<file path="config.mk">
export PLATFORM = sky130hd
export DESIGN_NAME = display_scan
export DESIGN_NICKNAME = d
export VERILOG_FILES = /design/src/rtl/display_pkg.sv /design/src/rtl/seg7_decoder.sv /design/src/rtl/display_scan.sv
export SDC_FILE = /design/constraint.sdc
export NUM_CORES = 1
export LEC_CHECK = 0
export ABC_AREA = 1
export CAP_MARGIN = 20
export CORE_MARGIN = 5
export CORE_UTILIZATION = 65
export DETAILED_ROUTE_END_ITERATION = 10
export DONT_BUFFER_PORTS = 1
export GPL_ROUTABILITY_DRIVEN = 0
export GPL_TIMING_DRIVEN = 0
export PLACE_DENSITY_LB_ADDON = 0.15
export SLEW_MARGIN = 20
export SYNTH_ARGS = -nofsm -noshare
export SYNTH_HDL_FRONTEND = slang
export SYNTH_SLANG_ARGS = --single-unit
</file>
<file path="constraint.sdc">
create_clock -name i_Clk -period 6.9 [get_ports i_Clk]
set_input_delay 1.035 -clock i_Clk [delete_from_list [all_inputs] [get_ports i_Clk]]
set_output_delay 1.035 -clock i_Clk [all_outputs]
set_load 0.005 [all_outputs]
</file>
<file path="src/rtl/display_pkg.sv">
// Shared constants for the multiplexed 7-segment display scanner:
// the sixteen glyph encodings (gfedcba order) and the decimal-point position.
package display_pkg;

   typedef logic [6:0] seg7_t;

   // Bit position of the decimal point inside the 8-bit segment bus {dp,g,f,e,d,c,b,a}.
   localparam int DP_BIT = 7;

   localparam seg7_t SEG_0     = 7'h3F;
   localparam seg7_t SEG_1     = 7'h06;
   localparam seg7_t SEG_2     = 7'h5B;
   localparam seg7_t SEG_3     = 7'h4F;
   localparam seg7_t SEG_4     = 7'h66;
   localparam seg7_t SEG_5     = 7'h6D;
   localparam seg7_t SEG_6     = 7'h7D;
   localparam seg7_t SEG_7     = 7'h07;
   localparam seg7_t SEG_8     = 7'h7F;
   localparam seg7_t SEG_9     = 7'h6F;
   localparam seg7_t SEG_A     = 7'h77;
   localparam seg7_t SEG_B     = 7'h7C;
   localparam seg7_t SEG_C     = 7'h39;
   localparam seg7_t SEG_D     = 7'h5E;
   localparam seg7_t SEG_E     = 7'h79;
   localparam seg7_t SEG_F     = 7'h71;
   localparam seg7_t SEG_BLANK = 7'h00;

   localparam seg7_t SEG_TABLE [16] = '{
      SEG_0, SEG_1, SEG_2, SEG_3, SEG_4, SEG_5, SEG_6, SEG_7,
      SEG_8, SEG_9, SEG_A, SEG_B, SEG_C, SEG_D, SEG_E, SEG_F
   };

endpackage

</file>
<file path="src/rtl/seg7_decoder.sv">
// Combinational hex-to-7-segment decoder. With HEX_EN=0 the values 10..15
// render as a blank digit instead of A-F.
module seg7_decoder
   import display_pkg::*;
#(
   parameter bit HEX_EN = 1'b1
) (
   input  logic [3:0] value,
   output seg7_t      segments
);

   // Table lookup, blanked for the letter range when hex display is disabled.
   always_comb begin
      // NOTE: assign every always_comb output unconditionally first so no path leaves it unassigned (which would infer a latch).
      segments = SEG_TABLE[value];
      if (!HEX_EN && (value > 4'd9)) begin
         segments = SEG_BLANK;
      end
   end

endmodule

</file>
<file path="src/rtl/display_scan.sv">
// Multiplexed 7-segment display scanner. A slot counter time-slices the
// digits, a free-running 4-bit PWM counter dims them, and loaded data is
// double-buffered so a new value only appears from the start of a frame.
// All outputs are registered; polarity inversion is applied last.
module display_scan
   import display_pkg::*;
#(
   parameter int DIGITS         = 4,
   parameter int SCAN_DIV       = 50000,
   parameter int BLANK_CYCLES   = 16,
   parameter bit HEX_EN         = 1'b1,
   parameter bit SEG_ACTIVE_LOW = 1'b0,
   parameter bit DIG_ACTIVE_LOW = 1'b0
) (
   input  logic                  i_Clk,
   input  logic                  i_Reset,
   input  logic                  i_Load,
   input  logic [4*DIGITS-1:0]   i_Data,
   input  logic [DIGITS-1:0]     i_Enable_Digits,
   input  logic [DIGITS-1:0]     i_Dots,
   input  logic [3:0]            i_Brightness,
   output logic [7:0]            o_Segments,
   output logic [DIGITS-1:0]     o_Digits,
   output logic                  o_Frame_Start
);

   localparam int SLOT_W = (SCAN_DIV > 1) ? $clog2(SCAN_DIV) : 1;
   localparam int IDX_W  = (DIGITS > 1) ? $clog2(DIGITS) : 1;

   localparam logic [SLOT_W-1:0] SLOT_LAST  = SLOT_W'(SCAN_DIV - 1);
   localparam logic [SLOT_W-1:0] SLOT_BLANK = SLOT_W'(BLANK_CYCLES);
   localparam logic [IDX_W-1:0]  IDX_LAST   = IDX_W'(DIGITS - 1);

   // One complete display image: per-digit value, enable and decimal point.
   typedef struct packed {
      logic [DIGITS-1:0][3:0] value;
      logic [DIGITS-1:0]      enable;
      logic [DIGITS-1:0]      dots;
   } frame_t;

   logic [SLOT_W-1:0] slot_cnt;
   logic [IDX_W-1:0]  digit_idx;
   logic [3:0]        pwm_cnt;
   logic              slot_wrap;
   logic              frame_wrap;

   frame_t            pending;
   frame_t            active;

   logic              lit;
   logic [DIGITS-1:0] strobe;
   logic [3:0]        cur_value;
   seg7_t             cur_segs;
   logic [7:0]        seg_next;

   logic [7:0]        seg_q;
   logic [DIGITS-1:0] dig_q;
   logic              frame_q;

   // Slot end and frame end (last slot of the last digit) detection.
   always_comb begin
      slot_wrap  = (slot_cnt == SLOT_LAST);
      frame_wrap = slot_wrap && (digit_idx == IDX_LAST);
   end

   // Slot, digit index and PWM counters.
   always_ff @(posedge i_Clk or posedge i_Reset) begin
      if (i_Reset) begin
         slot_cnt  <= '0;
         digit_idx <= '0;
         pwm_cnt   <= '0;
      end else begin
         pwm_cnt  <= pwm_cnt + 4'd1;
         slot_cnt <= slot_wrap ? '0 : slot_cnt + SLOT_W'(1);
         if (slot_wrap) begin
            digit_idx <= (digit_idx == IDX_LAST) ? '0 : digit_idx + IDX_W'(1);
         end
      end
   end

   // Double buffer: loads land in pending, pending moves to active at frame end.
   always_ff @(posedge i_Clk or posedge i_Reset) begin
      if (i_Reset) begin
         // NOTE: the image buffers are plain registers, so reset clears them; after reset every digit is disabled until the next load.
         pending <= '0;
         active  <= '0;
      end else begin
         // NOTE: non-blocking assignments make active take the old pending even when a load lands on the same edge.
         if (frame_wrap) begin
            active <= pending;
         end
         if (i_Load) begin
            pending.value  <= i_Data;
            pending.enable <= i_Enable_Digits;
            pending.dots   <= i_Dots;
         end
      end
   end

   // Strobe qualification: selected, enabled, past dead time and inside PWM duty.
   always_comb begin
      strobe    = '0;
      lit       = active.enable[digit_idx] && (slot_cnt >= SLOT_BLANK) &&
                  (pwm_cnt <= i_Brightness);
      cur_value = active.value[digit_idx];
      if (lit) begin
         strobe[digit_idx] = 1'b1;
      end
   end

   seg7_decoder #(
      .HEX_EN (HEX_EN)
   ) u_decoder (
      .value    (cur_value),
      .segments (cur_segs)
   );

   // Segment bus assembly; dark whenever no digit is strobed.
   always_comb begin
      seg_next = '0;
      if (lit) begin
         seg_next[6:0]    = cur_segs;
         seg_next[DP_BIT] = active.dots[digit_idx];
      end
   end

   // Output registers, one cycle behind the counter state that selects them.
   always_ff @(posedge i_Clk or posedge i_Reset) begin
      if (i_Reset) begin
         seg_q   <= '0;
         dig_q   <= '0;
         frame_q <= 1'b0;
      end else begin
         seg_q   <= seg_next;
         dig_q   <= strobe;
         frame_q <= (slot_cnt == '0) && (digit_idx == '0);
      end
   end

   assign o_Segments    = seg_q ^ {8{SEG_ACTIVE_LOW}};
   assign o_Digits      = dig_q ^ {DIGITS{DIG_ACTIVE_LOW}};
   assign o_Frame_Start = frame_q;

endmodule

</file>
After elaboration in Yosys (flattened, before gate mapping)
Memory sizes are Yosys's and may differ from the RTL's.
Index checks and enable logic that the tools add are counted.
{"block": "word_totals", "out_inout_bits": 13, "register_bits": 83, "input_bits": 31, "mem_bits_ro": 112, "word_cells": 51, "n_memories": 1}
{"memory": "(no name shown)", "depth": 16, "width": 7, "rd": 1, "rd_clocked_by_memory_dff": 0, "write_ports": 0, "line_no": "seg7_decoder.sv:15", "text": "segments = SEG_TABLE[value];"}
{"block": "classes", "reduce_logical": 7, "add_sub_neg": 3, "n_eq_ne": 2, "n_bitwise": 1, "muxes": 14, "n_lt_le_gt_ge": 5}
{"cell": "16-bit by 1-bit adder with 16-bit output, second input constant", "count": 1}
{"cell": "16-bit == test, second input constant", "count": 1}
{"cell": "16-bit by 5-bit greater-or-equal comparator with 1-bit output, second input constant", "count": 1}
{"cell": "16-bit zero test", "count": 1}
{"cell": "16-bit two-way mux", "count": 1}
{"cell": "7-bit two-way mux", "count": 2}
{"cell": "4-bit binary-select mux with 2-bit select", "count": 1}
{"cell": "4-bit two-way mux", "count": 2}
{"cell": "8-bit two-way mux", "count": 1}
{"cell": "5-bit greater-or-equal comparator, second input constant", "count": 1}
{"cell": "1-bit logical AND", "count": 5}
{"cell": "4-bit inverter with 5-bit output", "count": 1}
{"cell": "4-bit by 1-bit adder with 4-bit output, second input constant", "count": 1}
{"cell": "1-bit binary-select mux with 2-bit select", "count": 2}
{"cell": "4-bit <= comparator", "count": 1}
{"cell": "2-bit by 3-bit less-than comparator with 1-bit output, second input constant", "count": 1}
{"cell": "1-bit two-way mux", "count": 3}
{"cell": "2-bit by 1-bit adder with 2-bit output, second input constant", "count": 1}
{"cell": "1-bit demux with 2-bit select", "count": 1}
{"cell": "2-bit == test, second input constant", "count": 1}
{"cell": "2-bit by 1-bit greater-or-equal comparator with 1-bit output, second input constant", "count": 1}
{"cell": "2-bit zero test", "count": 1}
{"cell": "2-bit two-way mux", "count": 1}

Longest topological paths before layout
{"block": "logic_depth", "word_depth": 7, "depth_mapped": 12}

Cells and area by module
A second synthesis with hierarchy kept.
{"block": "hier_totals", "cells_unflattened": 464, "area_unflattened_um2": 4117.7}
{"module": "display_scan", "seq_area_each_um2": 2077.0, "cells_each": 412, "instances": 1, "area_per_inst_um2": 3847.4}
{"module": "seg7_decoder", "seq_area_each_um2": 0.0, "cells_each": 52, "instances": 1, "area_per_inst_um2": 270.3}

Worst setup path after synthesis
Ideal clock, no wire load.
{"block": "synth_timing", "path_type": "input-to-reg", "start": "in i_Brightness[1]", "end": "reg seg_q[0], in the netlist o_Segments[0]", "setup_slack_ns": 4.846, "t_required_ns": 6.779, "cell_stages": 10, "t_arrival_ns": 1.933, "setup_ns": 0.121, "cell_sequence": "inv_1 > ha_1 > inv_1 > o21bai_1 > nand2_1 > nand2_1 > nand2_1 > nand3_1 > buf_2 > nor2_1"}
{"block": "synth_via", "elab_chain_len": 3}
{"element": "start, declared", "line_no": "display_scan.sv:21", "text": "input logic [3:0] i_Brightness,"}
{"element": "4-bit <= comparator", "line_no": "display_scan.sv:104", "text": "(pwm_cnt <= i_Brightness);"}
{"element": "1-bit logical AND", "line_no": "display_scan.sv:103", "text": "lit = active.enable[digit_idx] && (slot_cnt >= SLOT_BLANK) &&"}
{"element": "8-bit two-way mux", "line_no": "display_scan.sv:121", "text": "if (lit) begin"}
{"element": "via seg_next[0]", "line_no": "display_scan.sv:54", "text": "logic [7:0] seg_next;"}
{"element": "end signal, assigned", "line_no": "display_scan.sv:134", "text": "seg_q <= seg_next;"}
{"element": "end, declared", "line_no": "display_scan.sv:56", "text": "logic [7:0] seg_q;"}
The timed path passes the listed nets, and every way through them passes these cells.
A chain may end at the register's enable or synchronous reset.

Worst setup path in the final report
{"block": "layout_timing", "start": "reg digit_idx[0]", "end": "reg seg_q[0], in the netlist o_Segments[0]"}
{"block": "layout_via", "elab_chain_len": 7}
{"element": "start, declared", "line_no": "display_scan.sv:42", "text": "logic [IDX_W-1:0] digit_idx;"}
{"element": "start signal, assigned", "line_no": "display_scan.sv:76", "text": "digit_idx <= (digit_idx == IDX_LAST) ? '0 : digit_idx + IDX_W'(1);"}
{"element": "4-bit binary-select mux with 2-bit select", "line_no": "display_scan.sv:105", "text": "cur_value = active.value[digit_idx];"}
{"element": "4-bit two-way mux (implied by the code)", "line_no": "display_scan.sv:105"}
{"element": "4-bit inverter with 5-bit output (implied by the code)", "line_no": "seg7_decoder.sv:15"}
{"element": "memory read 16 x 7 bit"}
{"element": "7-bit two-way mux (implied by the code) (2 in a row)", "line_no": "seg7_decoder.sv:15"}
{"element": "8-bit two-way mux (*)", "line_no": "display_scan.sv:121"}
{"element": "via seg_next[0]", "line_no": "display_scan.sv:54"}
The timed path passes the listed nets; every way through them passes the cells marked *. The select of a mux whose other input is x is not followed.

==> metrics.csv <==
metric,value,unit
outcome,completed,
Slew headroom,0.693,
Crit-path slowest cell,dfrtp_1,
hold-fix buffers at CTS,0,
worst-margin pin slew,0.460,ns
placed insts,553,
antenna violations before repair,0,
final worst-path cycle share,0.287,
crit path to,o_Segments[0]$_DFF_PP0_,
TritonCTS clock tree,done,
Initial Utilization,0.672,
Vias,2997,
"Primary FF master, synth",dfrtp_1,
worst-case clock buffer depth,2,
"Cell Area, Synth",3980,um^2
max frequency,506,MHz
Flop pwr share,0.564,
Clock power frac,0.397,
most frequent CP cell,nand2_1,
Core Area,5920,um^2
drt wl/cell,13.5,um
family with the most delay on the worst path,simple AND/OR/NAND/NOR gates,
setup bufs post-CTS,0,
CP Cell Sequence,"inv_1, buf_2, nand2_1, nand2_1, nand2_1, nand2_1, ha_1, nand3_1, nand2_1, nand2_1, nand2_1, nor2_1",
share of cells above drive strength 1,0.0810,
Critical Path End Type,register,
Detailed Route Iter0 Violations,163,
First-pass DRT Iterations,4,
Clock transition at path regs,0.08,ns
chip height,88.2,um
cells after synthesis,477,
largest net degree at the start of global routing,49,
leakage power,2.22,nW
"most common cell after layout, fill and taps aside",nand2_1,
Cell variety after synth,24,
drt drc,0,
reg2reg path depth,12,
switching pwr,0.212,mW
"commonest cells after routing, fill and taps aside","nand2_1 (134), dfrtp_1 (83), inv_1 (57), nor2_1 (45), o21ai_0 (36)",
hold slack,0.490,ns
R2R Path End,o_Segments[0]$_DFF_PP0_,
unrepaired setup endpoints after global routing,false,
critical path arrival,2.23,ns
# setup viols final,0,
final instance area,4300,um^2
Antenna Violating Nets Remaining,0,
hold_sp,active[11]$_DFFE_PP0P_,
Sw Share,0.239,
Non-Filler Instances,569,
Comb pwr share,0.039,
FF-to-FF setup slack,4.92,ns
die extent in x,88.2,um
Post-synth EDFFs,0,
kind of critical path,reg -> reg,
WP depth,12,
CP bufs+invs,2,
PwrDens,207,nW/um^2
Clock Latency Late Sink,0.37,ns
fillers,455,
via/cell ratio,5.27,
critical path required time,7.15,ns
Min-Delay Path Class,reg -> reg,
kind of start point of the critical path,register,
post_cts resized,0,
post-route setup TNS,0,ns
total of max-cap violations,0,
Num CTS Buffers,9,
GRT Overall Usage,0.229,
crit path time final,1.98,ns
CTS sink cnt,83,
Yosys Warn Count,0,
grt total ovfl,0,
CP max stage delay,0.48,ns
first-pass GRT wire length,13800,um
Antenna Cells,0,
final WL,7670,um
clk root buf,clkbuf_8,
IO Port Bufs,0,
r2r startpoint,digit_idx[0]$_DFFE_PP0N_,
syn_nets,524,
ys async rst share,1.00,
largest fanout on the critical path,11,
Final Util,0.727,
Slew Limit Fails,0,
Nets,536,
Final HPWL DP,5700,um
htree depth,3,
die area,7790,um^2
placed inst area,4100,um^2
maximum vdd drop,161,uV
Seq cells post-synth,83,
Pint,0.677,mW
I/O Pins,44,
endpoints failing hold,0,
Worst Setup SP,digit_idx[0]$_DFFE_PP0N_,
sequential-to-total area share from yosys stat,0.522,
skew final,0.0110,ns
syn_area_per_cell,8.34,um^2
Placement Rows,28,
Layout area overhead,8.14,%
vias in the first global route,3094,
==> power groups by stage <==
stage | sequential (mW) | combinational (mW) | clock, mW
floorplan | 0.510 | 0.0252 | 0
global placement | 0.511 | 0.0320 | 0
detailed placement | 0.511 | 0.0359 | 0
CTS | 0.501 | 0.0362 | 0.356
global route | 0.502 | 0.0428 | 0.378
finish | 0.501 | 0.0351 | 0.353
==> tightest hold or removal path, delay by kind of cell (launching register included) <==
kind,cells,cell delay [ns]
AND/OR/NAND/NOR,1,0.05
flip-flops,1,0.35
AO/OA/AOI/OAI,1,0.06
==> through the flow <==
stage                     power, mW  setup WS [ns]
after floorplan               0.536           3.73
after global placement        0.543           3.00
after detailed placement      0.547           4.63
after CTS                     0.893           4.94
after global routing          0.923           4.70
final                         0.889           4.92
==> sequential cells by signal (all words and copies together) (netlist names) <==
register       flops
active            24
pending           24
slot_cnt          16
o_Segments         8
o_Digits           4
pwm_cnt            4
digit_idx          2
o_Frame_Start      1
==> Yosys cell counts, drive strengths merged (2+ instances only) <==
cell type  count  area [um^2]
dfrtp         83         2080
buf           10         68.8
o21ai         56          295
a21oi          3         15.0
nand3         35          175
or2            3         18.8
nand2        136          515
nand4          2         18.8
clkbuf         6         22.5
ha            16          200
inv           58          218
xor2          11         96.3
nor2          47          191
nor3           7         35.0
==> how the worst min path moves through the flow <==
stage	to	depth (start not counted)
floorplan	pwm_cnt[0]$_DFF_PP0_	1
global placement	active[11]$_DFFE_PP0P_	2
detailed placement	active[3]$_DFFE_PP0P_	2
CTS	active[3]$_DFFE_PP0P_	2
global route	active[23]$_DFFE_PP0P_	2
finish	active[11]$_DFFE_PP0P_	2
==> area by class of cell <==
| class | count | area (um^2) | share of cell area |
|---|---|---|---|
| sequential | 83 | 2080 | 0.483 |
| inverter | 58 | 220 | 0.0512 |
| buffer | 16 | 91.3 | 0.0212 |
| timing repair buffer | 1 | 27.5 | 0.00640 |
| tap | 75 | 93.8 | 0.0218 |
| clock inverter | 7 | 76.3 | 0.0177 |
| clock buffer | 9 | 124 | 0.0288 |
| multi-input combinational | 320 | 1590 | 0.370 |
==> logic make-up after synthesis <==
family / after synthesis / share of synthesized area
simple gates: 232 / 0.244
xor+xnor: 12 / 0.0264
fa+ha+maj: 16 / 0.0503
flops: 83 / 0.522
compound gates: 60 / 0.0799
buf+inv: 74 / 0.0777
==> routing by layer <==
layer,up-vias,wire length [um],global-route usage
met4,0,174,0.0989
li1,1517,-,-
met1,1383,3380,0.285
met2,78,3720,0.384
met5,-,0,0
met3,19,398,0.0521
Note: power is estimated with default switching activity, not from simulation.
==> edit 1: new RTL, same flow settings <==
Register the inputs `i_Load`, `i_Data`, `i_Enable_Digits`, `i_Dots` and `i_Brightness` before use, without a reset. The logic sees them one clock later.
--- a/src/rtl/display_scan.sv
+++ b/src/rtl/display_scan.sv
@@ -37,6 +37,20 @@
       logic [DIGITS-1:0]      enable;
       logic [DIGITS-1:0]      dots;
    } frame_t;
+
+   logic i_Load_q;
+   logic [4*DIGITS-1:0] i_Data_q;
+   logic [DIGITS-1:0] i_Enable_Digits_q;
+   logic [DIGITS-1:0] i_Dots_q;
+   logic [3:0] i_Brightness_q;
+
+   always_ff @(posedge i_Clk) begin
+      i_Load_q          <= i_Load;
+      i_Data_q          <= i_Data;
+      i_Enable_Digits_q <= i_Enable_Digits;
+      i_Dots_q          <= i_Dots;
+      i_Brightness_q    <= i_Brightness;
+   end
 
    logic [SLOT_W-1:0] slot_cnt;
    logic [IDX_W-1:0]  digit_idx;
@@ -89,10 +103,10 @@
          if (frame_wrap) begin
             active <= pending;
          end
-         if (i_Load) begin
-            pending.value  <= i_Data;
-            pending.enable <= i_Enable_Digits;
-            pending.dots   <= i_Dots;
+         if (i_Load_q) begin
+            pending.value  <= i_Data_q;
+            pending.enable <= i_Enable_Digits_q;
+            pending.dots   <= i_Dots_q;
          end
       end
    end
@@ -101,7 +115,7 @@
    always_comb begin
       strobe    = '0;
       lit       = active.enable[digit_idx] && (slot_cnt >= SLOT_BLANK) &&
-                  (pwm_cnt <= i_Brightness);
+                  (pwm_cnt <= i_Brightness_q);
       cur_value = active.value[digit_idx];
       if (lit) begin
          strobe[digit_idx] = 1'b1;
Check against the original RTL: same outputs for any inputs over 10 cycles, from zero or initial values and one cycle with i_Reset high; that may be too few to reach the edited logic, so the function may still have changed.
==> edit 1 against the unedited design <==
- design area up 15%
- global-route usage down 2.5 points
- sequential cell count grew 29
- clock power up 3%
- critical path type unchanged
- utilization down 0.36 points
- count of clock-buffer cells in the layout rose by 1
- routed wire length grew 4.9%
- synthesized area rose by 17%
- worst hold slack worse by 17 ps
- power rose by 22%
- setup slack improved by 11 ps
==> edit 1: results (changes against the unedited design) <==
outcome finished clean; clock power share 33.7% (-6.0 points); Worst-Margin Slew 595 ps (+134 ps); Reg area 0.00266 mm^2 (+28%); Non-Clock Buffer Count 20 (+3); WL met2 4140 um (+11%); largest cells by area after synthesis dfrtp_1 45%, dfxtp_1 13%, nand2_1 9.5%, mux2_2 5.8%, ha_1 4.6%; first-pass GRT wire length 14,200 um (+3.5%); Internal 832 uW (+23%); syn nets 523 (-0.19%); share of post-route cells with drive strength above 1 12.6% (+4.5 points); GR Layer Usage met3 4.62% (-0.59 points); hpwl dp 5990 um (+5.0%); Clk pin slew, worst setup/hold paths 110 ps (+30 ps); number of non-clock inverters 36 (-38%); WP data arrival 2270 ps (+40 ps); Clock buffer cells 10 (+1); Post-synth top cells 117 x nand2_1, 83 x dfrtp_1, 49 x nor2_1, 35 x inv_1, 35 x nand3_1; Multi-In Gates 308 (-3.8%); Comb pwr share 2.9% (-1.0 points); drt via density 5.25 (-0.26%); Synth Area in Adders 4.59% (-0.44 points); wire per inst 13.7 um (+1.5%); WL met1 3480 um (+3.0%); design area 0.00497 mm^2 (+15%); cell total after placement 572 (+3.4%); Seq/Total Area, Yosys 57.3% (+5.1 points); total track usage 20.4% (-2.5 points); Worst Skew 15.6 ps (+4.60 ps); Largest regs active x24, pending x24; multiplexer share of the synthesized area 5.83% (+5.8 points); vias in the first global route 3,155 (+2.0%); Multi-input gate area 0.00174 mm^2 (+9.0%); FFs w/ async S/R, synth 74.1% (-26 points); vias 3,089 (+3.1%); synthesized area per cell 9.76 um^2 (+17%); Leak 0.00246 uW (+11%); Final clock-cell share 3.80% (-0.85 points); hold-critical path depth 1 (-1)
## edit 1: cell count changes in the layout (fill, tap and decap cells not counted), moves of 16 or more
cell and delta:
dfxtp_1 +29, inv_1 -23, mux2_2 +24, nand2_1 -17, nand4_1 +25, o21ai_0 -25, o21ai_1 -16
## edit 1: worst max-delay path, cell delays in order, from the launching register on
cell	delay, ps
dfrtp_1	420
clkbuf_2	180
inv_1	100
buf_2	230
nand2_1	100
nand3_1	80
nand2_1	110
ha_1	250
inv_1	110
nand2_1	80
nand3_1	110
nand2_1	50
nor2_1	70
## edit 1: worst paths after layout
kind	startpoint	endpoint	slack (ps)
max reg2reg	digit_idx[0]	o_Segments[0]	4930
min reg2reg	i_Data_q[15]	pending[23]	470
max	digit_idx[0]	o_Segments[0]	4930
max in group asynchronous	i_Reset	pending[4]	5720
min in group asynchronous	i_Reset	pwm_cnt[1]	600
min	i_Data_q[15]	pending[23]	470
==> edit 2: new RTL, config.mk and constraints unchanged <==
Without the edit above. `BLANK_CYCLES`: 16 -> 12.
--- a/src/rtl/display_scan.sv
+++ b/src/rtl/display_scan.sv
@@ -7,7 +7,7 @@
 #(
    parameter int DIGITS         = 4,
    parameter int SCAN_DIV       = 50000,
-   parameter int BLANK_CYCLES   = 16,
+   parameter int BLANK_CYCLES   = 12,
    parameter bit HEX_EN         = 1'b1,
    parameter bit SEG_ACTIVE_LOW = 1'b0,
    parameter bit DIG_ACTIVE_LOW = 1'b0
Behaviour: same outputs for any inputs over 10 cycles, from zero or initial values and one cycle with i_Reset high; that may be too few to reach the edited logic, so the function may still have changed.
==> edit 2 against the unedited design <==
- design area hardly changed
- non-clock buffer count is 1 lower
- synthesized cell count is 0.21% higher
- power is 0.32% lower
- sequential cell count stayed put
- clock power is 1% lower
- critical path depth is 2 lower
- routed wire length is 2.8% lower
- setup slack better by 66 ps
- synthesized area stayed put
- highest routed layer unchanged
==> edit 2: results (changes against the unedited design) <==
outcome finished clean; WP data arrival 2150 ps (-80 ps); GR Layer Usage met3 4.84% (-0.37 points); register fraction of the total cell area 48.3% (about the same); synthesized area per cell 8.32 um^2 (-0.21%); Leak 0.00224 uW (+0.95%); largest cells by area after synthesis dfrtp_1 52%, nand2_1 12%, inv_1 6.5%, ha_1 5.0%, o21ai_0 4.3%; crit path from i_Brightness[1]; cell total after placement 554 (+0.18%); fillcell total 441 (-3.1%); length of routed met3 wiring 381 um (-4.3%); hpwl dp 5490 um (-3.7%); Post-synth top cells 127 x nand2_1, 83 x dfrtp_1, 69 x inv_1, 44 x nor2_1, 34 x o21ai_0; share of post-route cells with drive strength above 1 7.88% (-0.22 points); WL met1 3350 um (-0.89%); first-pass GRT wire length 13,400 um (-2.4%); vias in the first global route 3,069 (-0.81%); Placement Setup Slack 4610 ps (-20.8 ps); total track usage 22.0% (-0.87 points); Final Non-Filler Cells 570 (+0.18%); drt via density 5.27 (+0.12%); Multi-In Gates 309 (-3.4%); R2R setup slack 5000 ps (+80 ps); Final clock-cell share 4.62% (-0.028 points); min-delay src active[1]; worst vdd ir 156 uV (-3.2%); Distinct cells, synth 25 (+4.2%); crit path max fanout 10 (-1); worst-skew pair later-pin latency 350 ps (-20 ps); GR Layer Usage met2 36.6% (-1.8 points); Final min period 1910 ps (-65.5 ps); Multi-input gate area 0.00155 mm^2 (-2.7%); first-iteration detailed-routing DRC count 138 (-15%); Final #Nets 537 (+0.19%); number of non-clock inverters 71 (+22%); syn nets 525 (+0.19%); Net Sw Frac 23.7% (-0.19 points); worst hold slack 488 ps (-2.29 ps)
[edit 2: changes by cell type after synthesis, moves of 3 or more]
cell,before,now
nand3_1,35,32
inv_1,58,69
or2_2,3,0
nand2_1,134,127
[edit 2: cell families (layout without fill, tap and decap cells)]
family / Yosys count / after routing / share of synthesized area, %
AOI/OAI and AO/OA: 61 / 61 / 8.24
xor gates and xnor gates: 11 / 11 / 2.42
adders and majority gates: 16 / 16 / 5.03
buffers and inverters: 86 / 103 / 8.87
DFF: 83 / 83 / 52.2
and+or+nand+nor: 221 / 221 / 23.2
[edit 2: worst max-delay path, stage by stage]
cell and delay [ps]:
inv_1 30, ha_1 290, inv_1 40, o21bai_1 130, nand2_1 70, nand2_1 60
nand2_1 60, nand3_1 130, buf_2 240, nor2_1 70
[edit 2: power by group through the flow]
stage	sequential [uW]	clock, uW	combinational, uW
global route	503	379	43.1
finish	502	349	35.4
detailed placement	511	0	35.9
floorplan	510	0	25.2
global placement	511	0	31.8
CTS	502	354	36.2
